## src/rtl/k054000_pkg.sv

```systemverilog
// Shared definitions for the K054000 collision-scan sequencer: FSM states,
// collision-chip register map and descriptor field layout.
package k054000_pkg;

    typedef enum logic [3:0] {
        StIdle,
        StFetchA,
        StFetchB,
        StWrSetup,
        StWrStrobe,
        StRd,
        StRdSample,
        StNext,
        StDone
    } state_e;

    // Collision-chip register addresses (A[5:1])
    localparam logic [4:0] RegPosXA2   = 5'h01;
    localparam logic [4:0] RegPosXA1   = 5'h02;
    localparam logic [4:0] RegPosXA0   = 5'h03;
    localparam logic [4:0] RegExtXA    = 5'h04;
    localparam logic [4:0] RegMarginX  = 5'h06;
    localparam logic [4:0] RegMarginY  = 5'h07;
    localparam logic [4:0] RegPosYA2   = 5'h09;
    localparam logic [4:0] RegPosYA1   = 5'h0A;
    localparam logic [4:0] RegPosYA0   = 5'h0B;
    localparam logic [4:0] RegExtYA    = 5'h0C;
    localparam logic [4:0] RegExtXB    = 5'h0E;
    localparam logic [4:0] RegExtYB    = 5'h0F;
    localparam logic [4:0] RegPosYB2   = 5'h11;
    localparam logic [4:0] RegPosYB1   = 5'h12;
    localparam logic [4:0] RegPosYB0   = 5'h13;
    localparam logic [4:0] RegPosXB2   = 5'h15;
    localparam logic [4:0] RegPosXB1   = 5'h16;
    localparam logic [4:0] RegPosXB0   = 5'h17;
    localparam logic [4:0] RegReadback = 5'h18;

    // Descriptor field bit positions within the 64-bit RAM word
    localparam int unsigned PosXMsb = 63;
    localparam int unsigned PosXLsb = 40;
    localparam int unsigned PosYMsb = 39;
    localparam int unsigned PosYLsb = 16;
    localparam int unsigned ExtXMsb = 15;
    localparam int unsigned ExtXLsb = 8;
    localparam int unsigned ExtYMsb = 7;
    localparam int unsigned ExtYLsb = 0;

    // Write-sequence indices: 0..7 object i, 8..15 object j, 16..17 margins
    localparam logic [4:0] WrIdxObjB     = 5'd8;
    localparam logic [4:0] WrIdxObjBLast = 5'd15;
    localparam logic [4:0] WrIdxLast     = 5'd17;

    function automatic logic [4:0] wr_addr(input logic [4:0] idx);
        logic [4:0] a;
        case (idx)
            5'd0:    a = RegPosXA2;
            5'd1:    a = RegPosXA1;
            5'd2:    a = RegPosXA0;
            5'd3:    a = RegExtXA;
            5'd4:    a = RegPosYA2;
            5'd5:    a = RegPosYA1;
            5'd6:    a = RegPosYA0;
            5'd7:    a = RegExtYA;
            5'd8:    a = RegPosXB2;
            5'd9:    a = RegPosXB1;
            5'd10:   a = RegPosXB0;
            5'd11:   a = RegPosYB2;
            5'd12:   a = RegPosYB1;
            5'd13:   a = RegPosYB0;
            5'd14:   a = RegExtXB;
            5'd15:   a = RegExtYB;
            5'd16:   a = RegMarginX;
            5'd17:   a = RegMarginY;
            default: a = 5'h00;
        endcase
        return a;
    endfunction

endpackage

```

## src/rtl/k054000_buscyc.sv

```systemverilog
// Two-cycle collision-chip bus-cycle generator. A held req runs one write
// (setup, strobe) or one read (address, sample) cycle and acks on the second.
module k054000_buscyc (
    input  logic       clk_i,
    input  logic       rst_ni,
    input  logic       req_i,
    input  logic       we_i,
    input  logic [4:0] addr_i,
    input  logic [7:0] data_i,
    output logic       ack_o,
    output logic       rbit_o,
    output logic [4:0] bus_a_o,
    output logic [7:0] bus_dout_o,
    output logic       bus_oe_o,
    output logic       bus_cs_o,
    output logic       bus_nwr_o,
    input  logic       bus_din0_i
);

    logic phase_q, phase_d;

    always_comb begin
        phase_d    = req_i & ~phase_q;
        ack_o      = req_i & phase_q;
        rbit_o     = bus_din0_i;
        bus_cs_o   = req_i;
        bus_oe_o   = req_i & we_i;
        // Strobe only in the second cycle so address/data have a full setup cycle
        bus_nwr_o  = ~(req_i & we_i & phase_q);
        bus_a_o    = req_i ? addr_i : 5'h00;
        bus_dout_o = (req_i & we_i) ? data_i : 8'h00;
    end

    always_ff @(posedge clk_i or negedge rst_ni) begin
        if (!rst_ni) begin
            phase_q <= 1'b0;
        end else begin
            phase_q <= phase_d;
        end
    end

endmodule

```

## src/rtl/k054000_scanseq.sv

```systemverilog
// Pairwise object collision scan driving a K054000-style collision chip.
// Define K054000_SCANSEQ_CACHE_EN to skip re-sending unchanged object-i state.
module k054000_scanseq
    import k054000_pkg::*;
#(
    parameter int unsigned MAX_OBJ = 16
) (
    input  logic               clk,
    input  logic               nRESET,
    input  logic               start,
    input  logic [4:0]         obj_count,
    input  logic [7:0]         margin_x,
    input  logic [7:0]         margin_y,
    output logic [3:0]         ram_addr,
    output logic               ram_rd,
    input  logic [63:0]        ram_q,
    output logic [4:0]         bus_a,
    output logic [7:0]         bus_dout,
    output logic               bus_oe,
    output logic               bus_cs,
    output logic               bus_nwr,
    input  logic               bus_din0,
    output logic               busy,
    output logic               done,
    output logic [MAX_OBJ-1:0] hit_flags
);

`ifdef K054000_SCANSEQ_CACHE_EN
    localparam bit CacheEn = 1'b1;
`else
    localparam bit CacheEn = 1'b0;
`endif

    localparam logic [4:0] MaxObj = 5'(MAX_OBJ);

    state_e             state_q, state_d;
    logic               fph_q, fph_d;
    logic [4:0]         i_q, i_d;
    logic [4:0]         j_q, j_d;
    logic [4:0]         n_q, n_d;
    logic [4:0]         wr_idx_q, wr_idx_d;
    logic               first_q, first_d;
    logic               newi_q, newi_d;
    logic [7:0]         mx_q, mx_d;
    logic [7:0]         my_q, my_d;
    logic [63:0]        desc_a_q, desc_a_d;
    logic [63:0]        desc_b_q, desc_b_d;
    logic [MAX_OBJ-1:0] hit_q, hit_d;

    logic       bus_req, bus_we, bus_ack, bus_rbit;
    logic [4:0] bus_addr;
    logic [7:0] bus_wdata, wr_data;
    logic [4:0] n_start;
    logic       wr_last;

    assign n_start = (obj_count > MaxObj) ? MaxObj : obj_count;

    // With caching, later pairs of the same i end after object j's eight writes
    assign wr_last = (wr_idx_q == WrIdxLast) ||
                     (CacheEn && !first_q && (wr_idx_q == WrIdxObjBLast));

    always_comb begin
        wr_data = 8'h00;
        case (wr_idx_q)
            5'd0:    wr_data = desc_a_q[PosXMsb -: 8];
            5'd1:    wr_data = desc_a_q[PosXMsb - 8 -: 8];
            5'd2:    wr_data = desc_a_q[PosXLsb +: 8];
            5'd3:    wr_data = desc_a_q[ExtXMsb:ExtXLsb];
            5'd4:    wr_data = desc_a_q[PosYMsb -: 8];
            5'd5:    wr_data = desc_a_q[PosYMsb - 8 -: 8];
            5'd6:    wr_data = desc_a_q[PosYLsb +: 8];
            5'd7:    wr_data = desc_a_q[ExtYMsb:ExtYLsb];
            5'd8:    wr_data = desc_b_q[PosXMsb -: 8];
            5'd9:    wr_data = desc_b_q[PosXMsb - 8 -: 8];
            5'd10:   wr_data = desc_b_q[PosXLsb +: 8];
            5'd11:   wr_data = desc_b_q[PosYMsb -: 8];
            5'd12:   wr_data = desc_b_q[PosYMsb - 8 -: 8];
            5'd13:   wr_data = desc_b_q[PosYLsb +: 8];
            5'd14:   wr_data = desc_b_q[ExtXMsb:ExtXLsb];
            5'd15:   wr_data = desc_b_q[ExtYMsb:ExtYLsb];
            5'd16:   wr_data = mx_q;
            5'd17:   wr_data = my_q;
            default: wr_data = 8'h00;
        endcase
    end

    always_comb begin
        state_d   = state_q;
        fph_d     = fph_q;
        i_d       = i_q;
        j_d       = j_q;
        n_d       = n_q;
        wr_idx_d  = wr_idx_q;
        first_d   = first_q;
        newi_d    = newi_q;
        mx_d      = mx_q;
        my_d      = my_q;
        desc_a_d  = desc_a_q;
        desc_b_d  = desc_b_q;
        hit_d     = hit_q;
        ram_rd    = 1'b0;
        ram_addr  = 4'h0;
        bus_req   = 1'b0;
        bus_we    = 1'b0;
        bus_addr  = 5'h00;
        bus_wdata = 8'h00;

        unique case (state_q)
            StIdle: begin
                if (start) begin
                    hit_d   = '0;
                    n_d     = n_start;
                    mx_d    = margin_x;
                    my_d    = margin_y;
                    i_d     = 5'd0;
                    j_d     = 5'd1;
                    first_d = 1'b1;
                    newi_d  = 1'b1;
                    fph_d   = 1'b0;
                    state_d = (n_start < 5'd2) ? StDone : StFetchA;
                end
            end
            StFetchA: begin
                ram_addr = i_q[3:0];
                ram_rd   = ~fph_q;
                fph_d    = ~fph_q;
                if (fph_q) begin
                    desc_a_d = ram_q;
                    state_d  = StFetchB;
                end
            end
            StFetchB: begin
                ram_addr = j_q[3:0];
                ram_rd   = ~fph_q;
                fph_d    = ~fph_q;
                if (fph_q) begin
                    desc_b_d = ram_q;
                    wr_idx_d = (CacheEn && !newi_q) ? WrIdxObjB : 5'd0;
                    state_d  = StWrSetup;
                end
            end
            StWrSetup: begin
                bus_req   = 1'b1;
                bus_we    = 1'b1;
                bus_addr  = wr_addr(wr_idx_q);
                bus_wdata = wr_data;
                state_d   = StWrStrobe;
            end
            StWrStrobe: begin
                bus_req   = 1'b1;
                bus_we    = 1'b1;
                bus_addr  = wr_addr(wr_idx_q);
                bus_wdata = wr_data;
                if (bus_ack) begin
                    if (wr_last) begin
                        state_d = StRd;
                    end else begin
                        wr_idx_d = wr_idx_q + 5'd1;
                        state_d  = StWrSetup;
                    end
                end
            end
            StRd: begin
                bus_req  = 1'b1;
                bus_addr = RegReadback;
                state_d  = StRdSample;
            end
            StRdSample: begin
                bus_req  = 1'b1;
                bus_addr = RegReadback;
                if (bus_ack) begin
                    if (bus_rbit) begin
                        for (int k = 0; k < MAX_OBJ; k++) begin
                            if ((5'(k) == i_q) || (5'(k) == j_q)) begin
                                hit_d[k] = 1'b1;
                            end
                        end
                    end
                    state_d = StNext;
                end
            end
            StNext: begin
                first_d = 1'b0;
                fph_d   = 1'b0;
                if (j_q == n_q - 5'd1) begin
                    if (i_q == n_q - 5'd2) begin
                        state_d = StDone;
                    end else begin
                        i_d     = i_q + 5'd1;
                        j_d     = i_q + 5'd2;
                        newi_d  = 1'b1;
                        state_d = StFetchA;
                    end
                end else begin
                    j_d     = j_q + 5'd1;
                    newi_d  = 1'b0;
                    state_d = CacheEn ? StFetchB : StFetchA;
                end
            end
            StDone: begin
                state_d = StIdle;
            end
            default: begin
                state_d = StIdle;
            end
        endcase
    end

    always_ff @(posedge clk or negedge nRESET) begin
        if (!nRESET) begin
            state_q  <= StIdle;
            fph_q    <= 1'b0;
            i_q      <= 5'd0;
            j_q      <= 5'd0;
            n_q      <= 5'd0;
            wr_idx_q <= 5'd0;
            first_q  <= 1'b0;
            newi_q   <= 1'b0;
            mx_q     <= 8'h00;
            my_q     <= 8'h00;
            desc_a_q <= 64'h0;
            desc_b_q <= 64'h0;
            hit_q    <= '0;
        end else begin
            state_q  <= state_d;
            fph_q    <= fph_d;
            i_q      <= i_d;
            j_q      <= j_d;
            n_q      <= n_d;
            wr_idx_q <= wr_idx_d;
            first_q  <= first_d;
            newi_q   <= newi_d;
            mx_q     <= mx_d;
            my_q     <= my_d;
            desc_a_q <= desc_a_d;
            desc_b_q <= desc_b_d;
            hit_q    <= hit_d;
        end
    end

    k054000_buscyc u_buscyc (
        .clk_i      (clk),
        .rst_ni     (nRESET),
        .req_i      (bus_req),
        .we_i       (bus_we),
        .addr_i     (bus_addr),
        .data_i     (bus_wdata),
        .ack_o      (bus_ack),
        .rbit_o     (bus_rbit),
        .bus_a_o    (bus_a),
        .bus_dout_o (bus_dout),
        .bus_oe_o   (bus_oe),
        .bus_cs_o   (bus_cs),
        .bus_nwr_o  (bus_nwr),
        .bus_din0_i (bus_din0)
    );

    assign busy      = (state_q != StIdle);
    assign done      = (state_q == StDone);
    assign hit_flags = hit_q;

endmodule

```

## config.mk

```make
export PLATFORM = sky130hd
export DESIGN_NAME = k054000_scanseq
export DESIGN_NICKNAME = d
export VERILOG_FILES = /design/src/rtl/k054000_pkg.sv /design/src/rtl/k054000_buscyc.sv /design/src/rtl/k054000_scanseq.sv
export SDC_FILE = /design/constraint.sdc
export NUM_CORES = 1
export LEC_CHECK = 0
export CAP_MARGIN = 5
export CORE_UTILIZATION = 40
export DETAILED_ROUTE_END_ITERATION = 10
export MAX_ROUTING_LAYER = met4
export PLACE_DENSITY = 0.72
export SYNTH_ARGS = -nofsm -noshare
export SYNTH_HDL_FRONTEND = slang
export SYNTH_HIERARCHICAL = 1
export SYNTH_SLANG_ARGS = --single-unit
```

## constraint.sdc

```tcl
create_clock -name clk -period 8.4 [get_ports clk]
set_input_delay 2.1 -clock clk [delete_from_list [all_inputs] [get_ports clk]]
set_output_delay 2.1 -clock clk [all_outputs]
set_load 0.02 [all_outputs]
```

Yosys cells after proc, flatten, opt, wreduce, memory -nomap -nowiden
Memories as Yosys holds them, arrays and structs flattened.
Cells that the tools add are included.
{ "word_totals": {"mem_bits_ro": 320, "ff_bits": 186, "inputBits": 89, "out_inout_bits": 39, "wordCells": 234, "memories": 2} }
{ "op_classes": {"n_reduce_logical": 53, "n_addsub": 6, "bitwise_logic": 7, "n_mux": 54, "order_cmp": 2, "n_eq_ne": 83} }
{ "mem_list": {"columns": ["memory", "words", "width", "read_ports", "rd_ports_with_merged_regs", "write_ports", "line", "source"], "rows": [
  ["(no name shown)", 32, 5, 1, 0, 0, "k054000_pkg.sv:55", "case (idx)"],
  ["(no name shown)", 32, 5, 1, 0, 0, "k054000_pkg.sv:55", null]
]} }
{ "ops": {"columns": ["operator", "n"], "rows": [
  ["8-bit one-hot mux with 18 select lines", 1],
  ["5-bit AND reduction", 17],
  ["4-bit by 5-bit equality test with 1-bit output, first input constant", 16],
  ["5-bit 2-to-1 mux", 11],
  ["2-bit inequality test, second input constant", 25],
  ["16-bit 2-to-1 mux", 3],
  ["3-bit by 5-bit equality test with 1-bit output, first input constant", 8],
  ["5-bit by 4-bit equality test with 1-bit output, second input constant", 8],
  ["4-bit 2-to-1 mux", 8],
  ["16-bit one-hot mux with 2 select lines", 1],
  ["4-bit one-hot mux with 8 select lines", 1],
  ["5-bit one-hot mux with 2 select lines", 3],
  ["2-bit by 5-bit equality test with 1-bit output, first input constant", 4],
  ["5-bit by 3-bit equality test with 1-bit output, second input constant", 4],
  ["1-bit 2-to-1 mux", 20],
  ["4-bit by 3-bit equality test with 1-bit output, second input constant", 4],
  ["1-bit logical OR", 16],
  ["8-bit 2-to-1 mux", 2],
  ["5-bit by 1-bit adder with 5-bit output, second input constant", 3],
  ["5-bit logical NOT", 3],
  ["5-bit one-hot mux with 3 select lines", 1],
  ["1-bit by 5-bit equality test with 1-bit output, first input constant", 2],
  ["5-bit by 2-bit equality test with 1-bit output, second input constant", 2],
  ["5-bit equality test", 2],
  ["25 further kinds", 40]
]} }

Longest topological paths before layout
Gate-level depths: netlist (run 1).
{ "logic_depth": {"depth_word": 6, "ltp_mapped": 12} }

Cells and area by module
Netlist (run 1), hierarchy kept.
{ "modules_own_cells": {"columns": ["module", "instances", "cells_each", "seq_area_each_um2", "area_per_inst_um2"], "rows": [
  ["k054000_scanseq", 1, 1009, 4629.4, 9459.1],
  ["k054000_buscyc", 1, 21, 25.0, 172.7]
]} }

Worst setup path after synthesis (run 1)
No wires, ideal clock.
{ "synth_timing": {"path_kind": "flip-flop to output port", "from": "reg wr_idx_q[3]", "to": "out bus_dout[2]", "t_arrival_ns": 2.487, "setup_slack_ns": 3.813, "stages_incl_launch_ff": 11, "cell_sequence": "dfrtp_1 -> clkbuf_1 -> buf_2 -> buf_2 -> clkbuf_1 -> and3_1 -> ha_1 -> clkbuf_1 -> o31ai_1 -> a41oi_1 -> and3_2"} }
{ "synth_via": {"elab_chain_len": 4, "word_cells_on_any_way": 21, "cone_classes": "eq/ne (17); mux (3); reduce/logical (1)"} }
{ "synth_lines": {"columns": ["element", "line", "source"], "rows": [
  ["start, declared", "k054000_scanseq.sv:41", "logic [4:0] wr_idx_q, wr_idx_d;"],
  ["start signal, assigned", "k054000_scanseq.sv:230", "wr_idx_q <= wr_idx_d;"],
  ["5-bit equality test, or another cell as far along", "k054000_scanseq.sv:64", "case (wr_idx_q)"],
  ["8-bit one-hot mux with 18 select lines (*)", "k054000_scanseq.sv:64", null],
  ["8-bit 2-to-1 mux (*)", "k054000_scanseq.sv:108", "unique case (state_q)"],
  ["via bus_wdata[2]", "k054000_scanseq.sv:52", "logic [7:0] bus_wdata, wr_data;"],
  ["8-bit 2-to-1 mux (*)", "k054000_buscyc.sv:31", "bus_dout_o = (req_i & we_i) ? data_i : 8'h00;"],
  ["end, declared", "k054000_scanseq.sv:18", "output logic [7:0] bus_dout,"]
]} }
Mark *: on every way through the listed nets, which the timed path passes. The rest lies on a longest branch.

Final worst setup path (run 1)
{ "layout_timing": {"from": "reg wr_idx_q[1]", "to": "out bus_dout[7]"} }
The elaborated chain is that of the path after synthesis.

==> impl_metrics.yaml, run 1 <==
status:
  status: "finished clean"
die:
  core-area_um2: 23500
  initial_utilization_pct: 40.9
  die_area_um2: 24700
  placementRows: 56
  die_h_um: 157
  io_pins: 128
  die_w_um: 157
setup_path:
  critical_path_required_ns: 6.30
  startpoint: "wr_idx_q[1]$_DFFE_PN0P_"
  r2r_end: "wr_idx_q[3]$_DFFE_PN0P_"
  r2r_cells: 10
  worstPathArrival_ns: 4.19
  max_stage_delay_ns: 0.99
  worst_setup_path_end_kind: "primary output"
  critPathMaxFanout: 21
  critPathTopFamily: "compound AO/OA/AOI/OAI gates"
  reg2reg_from: "state_q[0]$_DFFE_PN0P_"
  cp.buffers_inverters: 2
  cp_slowest_cell: "o31ai_1"
  r2r_slack_ns: 5.31
  path_class: "reg2out"
  endpoint: "bus_dout[7]"
  crit_cells: 8
  cp-start-kind: "flop"
  crit_path_cell_trace: "inv_1 -> ha_1 -> a2111oi_0 -> nor2_1 -> o31ai_1 -> a21oi_1 -> and3_1 -> clkdlybuf4s50_1"
min_path:
  hold_path.class: "reg2reg"
global_routing:
  antenna_found_initial: 0
  grt_usage_pct: 24.3
  grt_max_degree: 106
  grt-ovfl-total: 0
  grt_pass1_vias: 7778
  grt_pass1_wl_um: 43700
power_and_ir_drop:
  internal_power_uw: 1390
  clkPwrFrac_pct: 42.6
  p_switching_uw: 470
  sw_frac_of_total_pct: 25.2
  peakVddDrop_uv: 98.8
  p_leak_uw: 0.00511
  powerDensity_nw_per_um2: 159
  p_seq_share_pct: 50.9
  combPwrFrac_pct: 6.4
clock_tree:
  cts_buffers: 17
  clk_latency_ns: 0.45
  cts_tree: "done"
  cts_setup_buffers: 0
  cts_resized: 0
  cts_sinks: 186
  holdBufCountCts: 0
  cts_root_buf: "clkbuf_16"
  cts_buffer_depth: 2
  clkTransAtPathRegs_ns: 0.08
  htreeDepth: 4
synthesis:
  muxShareOfSynthArea_pct: 11.4
  synth_compound_area_share_pct: 11.9
  ys_types: 61
  synth_edf_count: 0
  synth-xor-area-share_pct: 1.73
  synth_top_family_by_area: "simple AND/OR/NAND/NOR gates"
  ys_seq_area_share_pct: 48.3
  syn_area_per_cell_um2: 9.35
  synthCells: 1030
  yosys_warnings: 6
  synthesis.nets: 1140
  ys.flop_type: "dfrtp_1"
  synth-seq-cells: 186
  synthAdderAreaFrac_pct: 2.73
  async_reset_ff_share_pct: 100
  syn-cell-area_um2: 9630
  yosys.area_share.simple_pct: 20.2
detailed_routing:
  drtAntennaViolNets: 0
  wl_per_cell_um: 19.2
  first_pass_iters: 6
  vias_per_cell: 5.44
  drt-total-wl_um: 27900
  vias: 7899
  drc: 0
  first_iter_violations: 639
flow_run:
  drv_cap: 0
final_layout:
  drive_above_1_share_pct: 12.3
  fillers: 2259
  finalNetCount: 1231
  final_common_cell: "nand2_1"
  final_cell_mix: "287 x nand2_1, 185 x dfrtp_1, 126 x clkdlybuf4s50_1"
  area_growth_pct: 21.3
  insertedDiodeCount: 0
timing:
  fin_skew_ns: 0.0125
  worst_slew_pin_slew_ns: 1.19
  fin_tns_setup_ns: 0
  hold_ws_ns: 0.479
  slew_headroom_pct: 19.8
  min_period_over_period_pct: 74.9
  setup_violations: 0
  rsz0062_at_grt: "false"
  hold_viol: 0
  fin_crit_ns: 6.29
  slew_violations: 0
  fmaxAchievable_mhz: 159
placement:
  hpwl_um: 19400
  place.gp.congestion: 0.939
  port_buffers: 127
power by group through the flow:
stage | clock, uW | sequential [uW] | combinational [uW]
finish | 794 | 949 | 120
global route | 842 | 951 | 132
CTS | 802 | 948 | 122
detailed placement | 0 | 966 | 121
global placement | 0 | 965 | 119
floorplan | 0 | 955 | 39.7
routing by layer:
| metal | share of wire [%] | up-vias | routed length, um | global-route usage [%] |
|---|---|---|---|---|
| met5 | 0 | - | 0 | - |
| met4 | 2.5 | 0 | 684 | 8.09 |
| met3 | 5.1 | 44 | 1420 | 4.30 |
| met2 | 48 | 225 | 13500 | 37.8 |
| met1 | 44 | 3905 | 12300 | 32.1 |
| li1 | - | 3725 | - | - |
cell type report:
class                   count  area [um^2]  share of cell area (%)
well taps                 319          399                    3.42
inverters                  18         67.6                   0.578
clock inverters            13          131                    1.12
clock buffers              19          443                    3.79
repair buffers            137         1350                    11.5
multi-input cells         761         4640                    39.7
flip-flops and latches    186         4660                    39.9
stage by stage:
stage	setup WS [ns]	utilization [%]	instances	cell area (um^2)	power (uW)
floorplan	3.81	-	1030	9630	994
global placement	2.77	47.1	1420	11100	1080
detailed placement	2.71	47.1	1420	11100	1090
CTS	2.25	49.6	1452	11700	1870
global route	1.92	49.6	1453	11700	1920
finish	2.11	49.6	1453	11700	1860
logic make-up (layout without fill, tap and decap cells):
family	count (synthesis)	after routing
DFF	186	186
and+or+nand+nor	453	453
muxes	97	97
buffers and inverters	83	187
xor gates and xnor gates	19	19
adders and majority gates	21	21
AOI/OAI and AO/OA	171	171
how the worst min path moves through the flow:
stage	startpoint	endpoint	slack [ns]	cells after the start
2_1_floorplan	mx_q[1]$_DFFE_PN0P_	mx_q[1]$_DFFE_PN0P_	0.44	2
3_3_place_gp	desc_b_q[43]$_DFFE_PN0P_	desc_b_q[43]$_DFFE_PN0P_	0.45	2
3_5_place_dp	desc_b_q[51]$_DFFE_PN0P_	desc_b_q[51]$_DFFE_PN0P_	0.46	2
4_1_cts	desc_b_q[51]$_DFFE_PN0P_	desc_b_q[51]$_DFFE_PN0P_	0.48	2
5_1_grt	desc_b_q[53]$_DFFE_PN0P_	desc_b_q[53]$_DFFE_PN0P_	0.50	2
6_report	desc_b_q[53]$_DFFE_PN0P_	desc_b_q[53]$_DFFE_PN0P_	0.48	2
registers in the layout, summed over array words and instances (netlist names):
name              cells
u_buscyc/phase_q      1
j_q                   5
my_q                  8
hit_flags            16
mx_q                  8
n_q                   5
fph_q                 1
state_q               4
desc_a_q             64
wr_idx_q              5
desc_b_q             64
i_q                   5
Yosys cell counts (all sizes together) (10+ instances only):
master | number | share of area (%)
nor3 | 11 | 0.57
inv | 17 | 0.66
mux2i | 21 | 2.2
xor2 | 10 | 0.91
and3 | 14 | 1.0
a31oi | 13 | 0.84
a21oi | 35 | 1.8
buf | 26 | 1.4
clkbuf | 39 | 1.5
and2 | 10 | 0.70
nand2 | 288 | 11
o21ai | 30 | 1.6
nand3 | 18 | 0.94
dfrtp | 186 | 48
a22oi | 21 | 1.6
ha | 21 | 2.7
nor2 | 68 | 2.6
mux2 | 73 | 8.5
o22ai | 20 | 1.3
worst min-delay path, cell delays in order, from the launching register on:
cell and delay (ns):
dfrtp_1 0.35, nand2_1 0.05, nand2_1 0.05
(Power assumes the default switching activity.)
==> inputs of run 2 (changes only) <==
- clock period: 8.4 -> 6.1 ns (I/O delays scaled with it)
==> run 2 against run 1 <==
  * Worst hold slack barely moved
  * Critical path depth rose by 2
  * Clock skew fell by 0.0032 ns
  * Die area stayed put
  * Utilization up 0.26 points
  * Combinational power rose by 37%
  * Clock-buffer cell count decreased by 2
  * Critical endpoint unchanged
==> impl_metrics.yaml, run 2 (synthesis results as in run 1) <==
status:
  status: "finished clean"
setup_path:
  max_stage_delay_ns: 0.53
  cp_slowest_cell: "clkdlybuf4s50_1"
  critPathMaxFanout: 21
  worst_setup_path_end_kind: "primary output"
  cp-start-kind: "flop"
  crit_path_cell_trace: "inv_1 -> ha_1 -> nand2_1 -> nor2_1 -> a222oi_1 -> nand3_1 -> a2111oi_0 -> a21oi_1 -> and3_1 -> clkdlybuf4s50_1"
  r2r_slack_ns: 3.13
  startpoint: "wr_idx_q[1]$_DFFE_PN0P_"
  critical_path_required_ns: 4.58
  cp.buffers_inverters: 2
  critPathTopFamily: "compound AO/OA/AOI/OAI gates"
  reg2reg_from: "state_q[0]$_DFFE_PN0P_"
  worstPathArrival_ns: 3.81
  path_class: "reg2out"
placement:
  hpwl_um: 19800
  port_buffers: 127
  place.gp.congestion: 0.936
detailed_routing:
  first_iter_violations: 724
  wl_per_cell_um: 19.3
  drt-total-wl_um: 28100
  drc: 0
  drtAntennaViolNets: 0
  vias_per_cell: 5.46
  first_pass_iters: 6
  vias: 7955
final_layout:
  final_common_cell: "nand2_1"
  fillers: 2208
  finalNetCount: 1235
  area_growth_pct: 21.9
  drive_above_1_share_pct: 12.7
  final_cell_mix: "287 x nand2_1, 185 x dfrtp_1, 126 x clkdlybuf4s50_1"
  insertedDiodeCount: 0
timing:
  worst_slew_pin_slew_ns: 1.06
  fin_crit_ns: 5.33
  hold_ws_ns: 0.479
  rsz0062_at_grt: "false"
  fin_tns_setup_ns: 0
  slew_headroom_pct: 28.9
  hold_viol: 0
  fin_skew_ns: 0.00934
  slew_violations: 0
  fmaxAchievable_mhz: 187
  min_period_over_period_pct: 87.5
  setup_violations: 0
clock_tree:
  cts_setup_buffers: 0
  cts_resized: 0
  cts_buffer_depth: 2
  holdBufCountCts: 0
  htreeDepth: 4
  cts_buffers: 17
  cts_sinks: 186
  cts_root_buf: "clkbuf_16"
  clk_latency_ns: 0.45
  clkTransAtPathRegs_ns: 0.08
  cts_tree: "done"
die:
  initial_utilization_pct: 40.9
  die_h_um: 157
  core-area_um2: 23500
  placementRows: 56
  die_area_um2: 24700
  die_w_um: 157
  io_pins: 128
global_routing:
  grt_max_degree: 114
  grt_pass1_vias: 7941
  grt_usage_pct: 24.2
  antenna_found_initial: 0
  grt-ovfl-total: 0
  grt_pass1_wl_um: 43900
min_path:
  hold_path.class: "reg2reg"
  min_from: "desc_b_q[54]$_DFFE_PN0P_"
power_and_ir_drop:
  powerDensity_nw_per_um2: 222
  p_leak_uw: 0.00514
  peakVddDrop_uv: 165
flow_run:
  drv_cap: 0
## run 2: final cells by class
class                      instances  area, um^2  area share, %
sequential                       186        4660           39.7
multi-input combinational        761        4640           39.5
timing repair buffer             141        1380           11.7
clock buffer                      17         425           3.62
tap                              319         399           3.40
clock inverter                    15         180           1.53
inverter                          18        67.6          0.575
## run 2: worst reg2reg max path, stage by stage, from the launching register on
cell and delay, ns:
dfrtp_1 0.74, nor2b_1 0.35, nand2_1 0.12, a21oi_1 0.16
buf_4 0.24, and2_2 0.25, nor2_1 0.07, a21oi_1 0.47
nand4_1 0.19, xor2_1 0.19, nor2_1 0.05
## run 2: per-layer routing
| metal | up-vias | wire length [um] | share of wire, % | global-route usage, % |
|---|---|---|---|---|
| met3 | 56 | 1360 | 4.8 | 3.77 |
| met1 | 3890 | 12400 | 44 | 31.2 |
| li1 | 3744 | - | - | - |
| met5 | - | 0 | 0 | - |
| met4 | 0 | 828 | 2.9 | 8.55 |
| met2 | 265 | 13600 | 48 | 38.7 |
## run 2: worst paths after layout
check | to | depth (start not counted)
min reg2reg | desc_b_q[54]$_DFFE_PN0P_ | 2
max | bus_dout[7] | 10
min | desc_b_q[54]$_DFFE_PN0P_ | 2
max in group asynchronous | wr_idx_q[2]$_DFFE_PN0P_ | 2
min in group asynchronous | desc_b_q[11]$_DFFE_PN0P_ | 1
max reg2reg | wr_idx_q[3]$_DFFE_PN0P_ | 10
## run 2: where the power goes
part           internal, uW  leakage (uW)  switching, uW
sequential             1280       0.00224           30.7
clock                   560      0.000291            577
combinational          90.2       0.00261           75.0
total                  1930       0.00514            683
## run 2: stage by stage
step | utilization, % | cell area (um^2) | cells | total power, uW | setup WS (ns)
floorplan | - | 9630 | 1030 | 1370 | 2.09
global placement | 47.3 | 11100 | 1425 | 1490 | 1.29
detailed placement | 47.3 | 11100 | 1425 | 1500 | 1.34
CTS | 49.9 | 11700 | 1457 | 2620 | 0.862
global route | 49.9 | 11700 | 1457 | 2690 | 0.561
finish | 49.9 | 11700 | 1457 | 2610 | 0.765
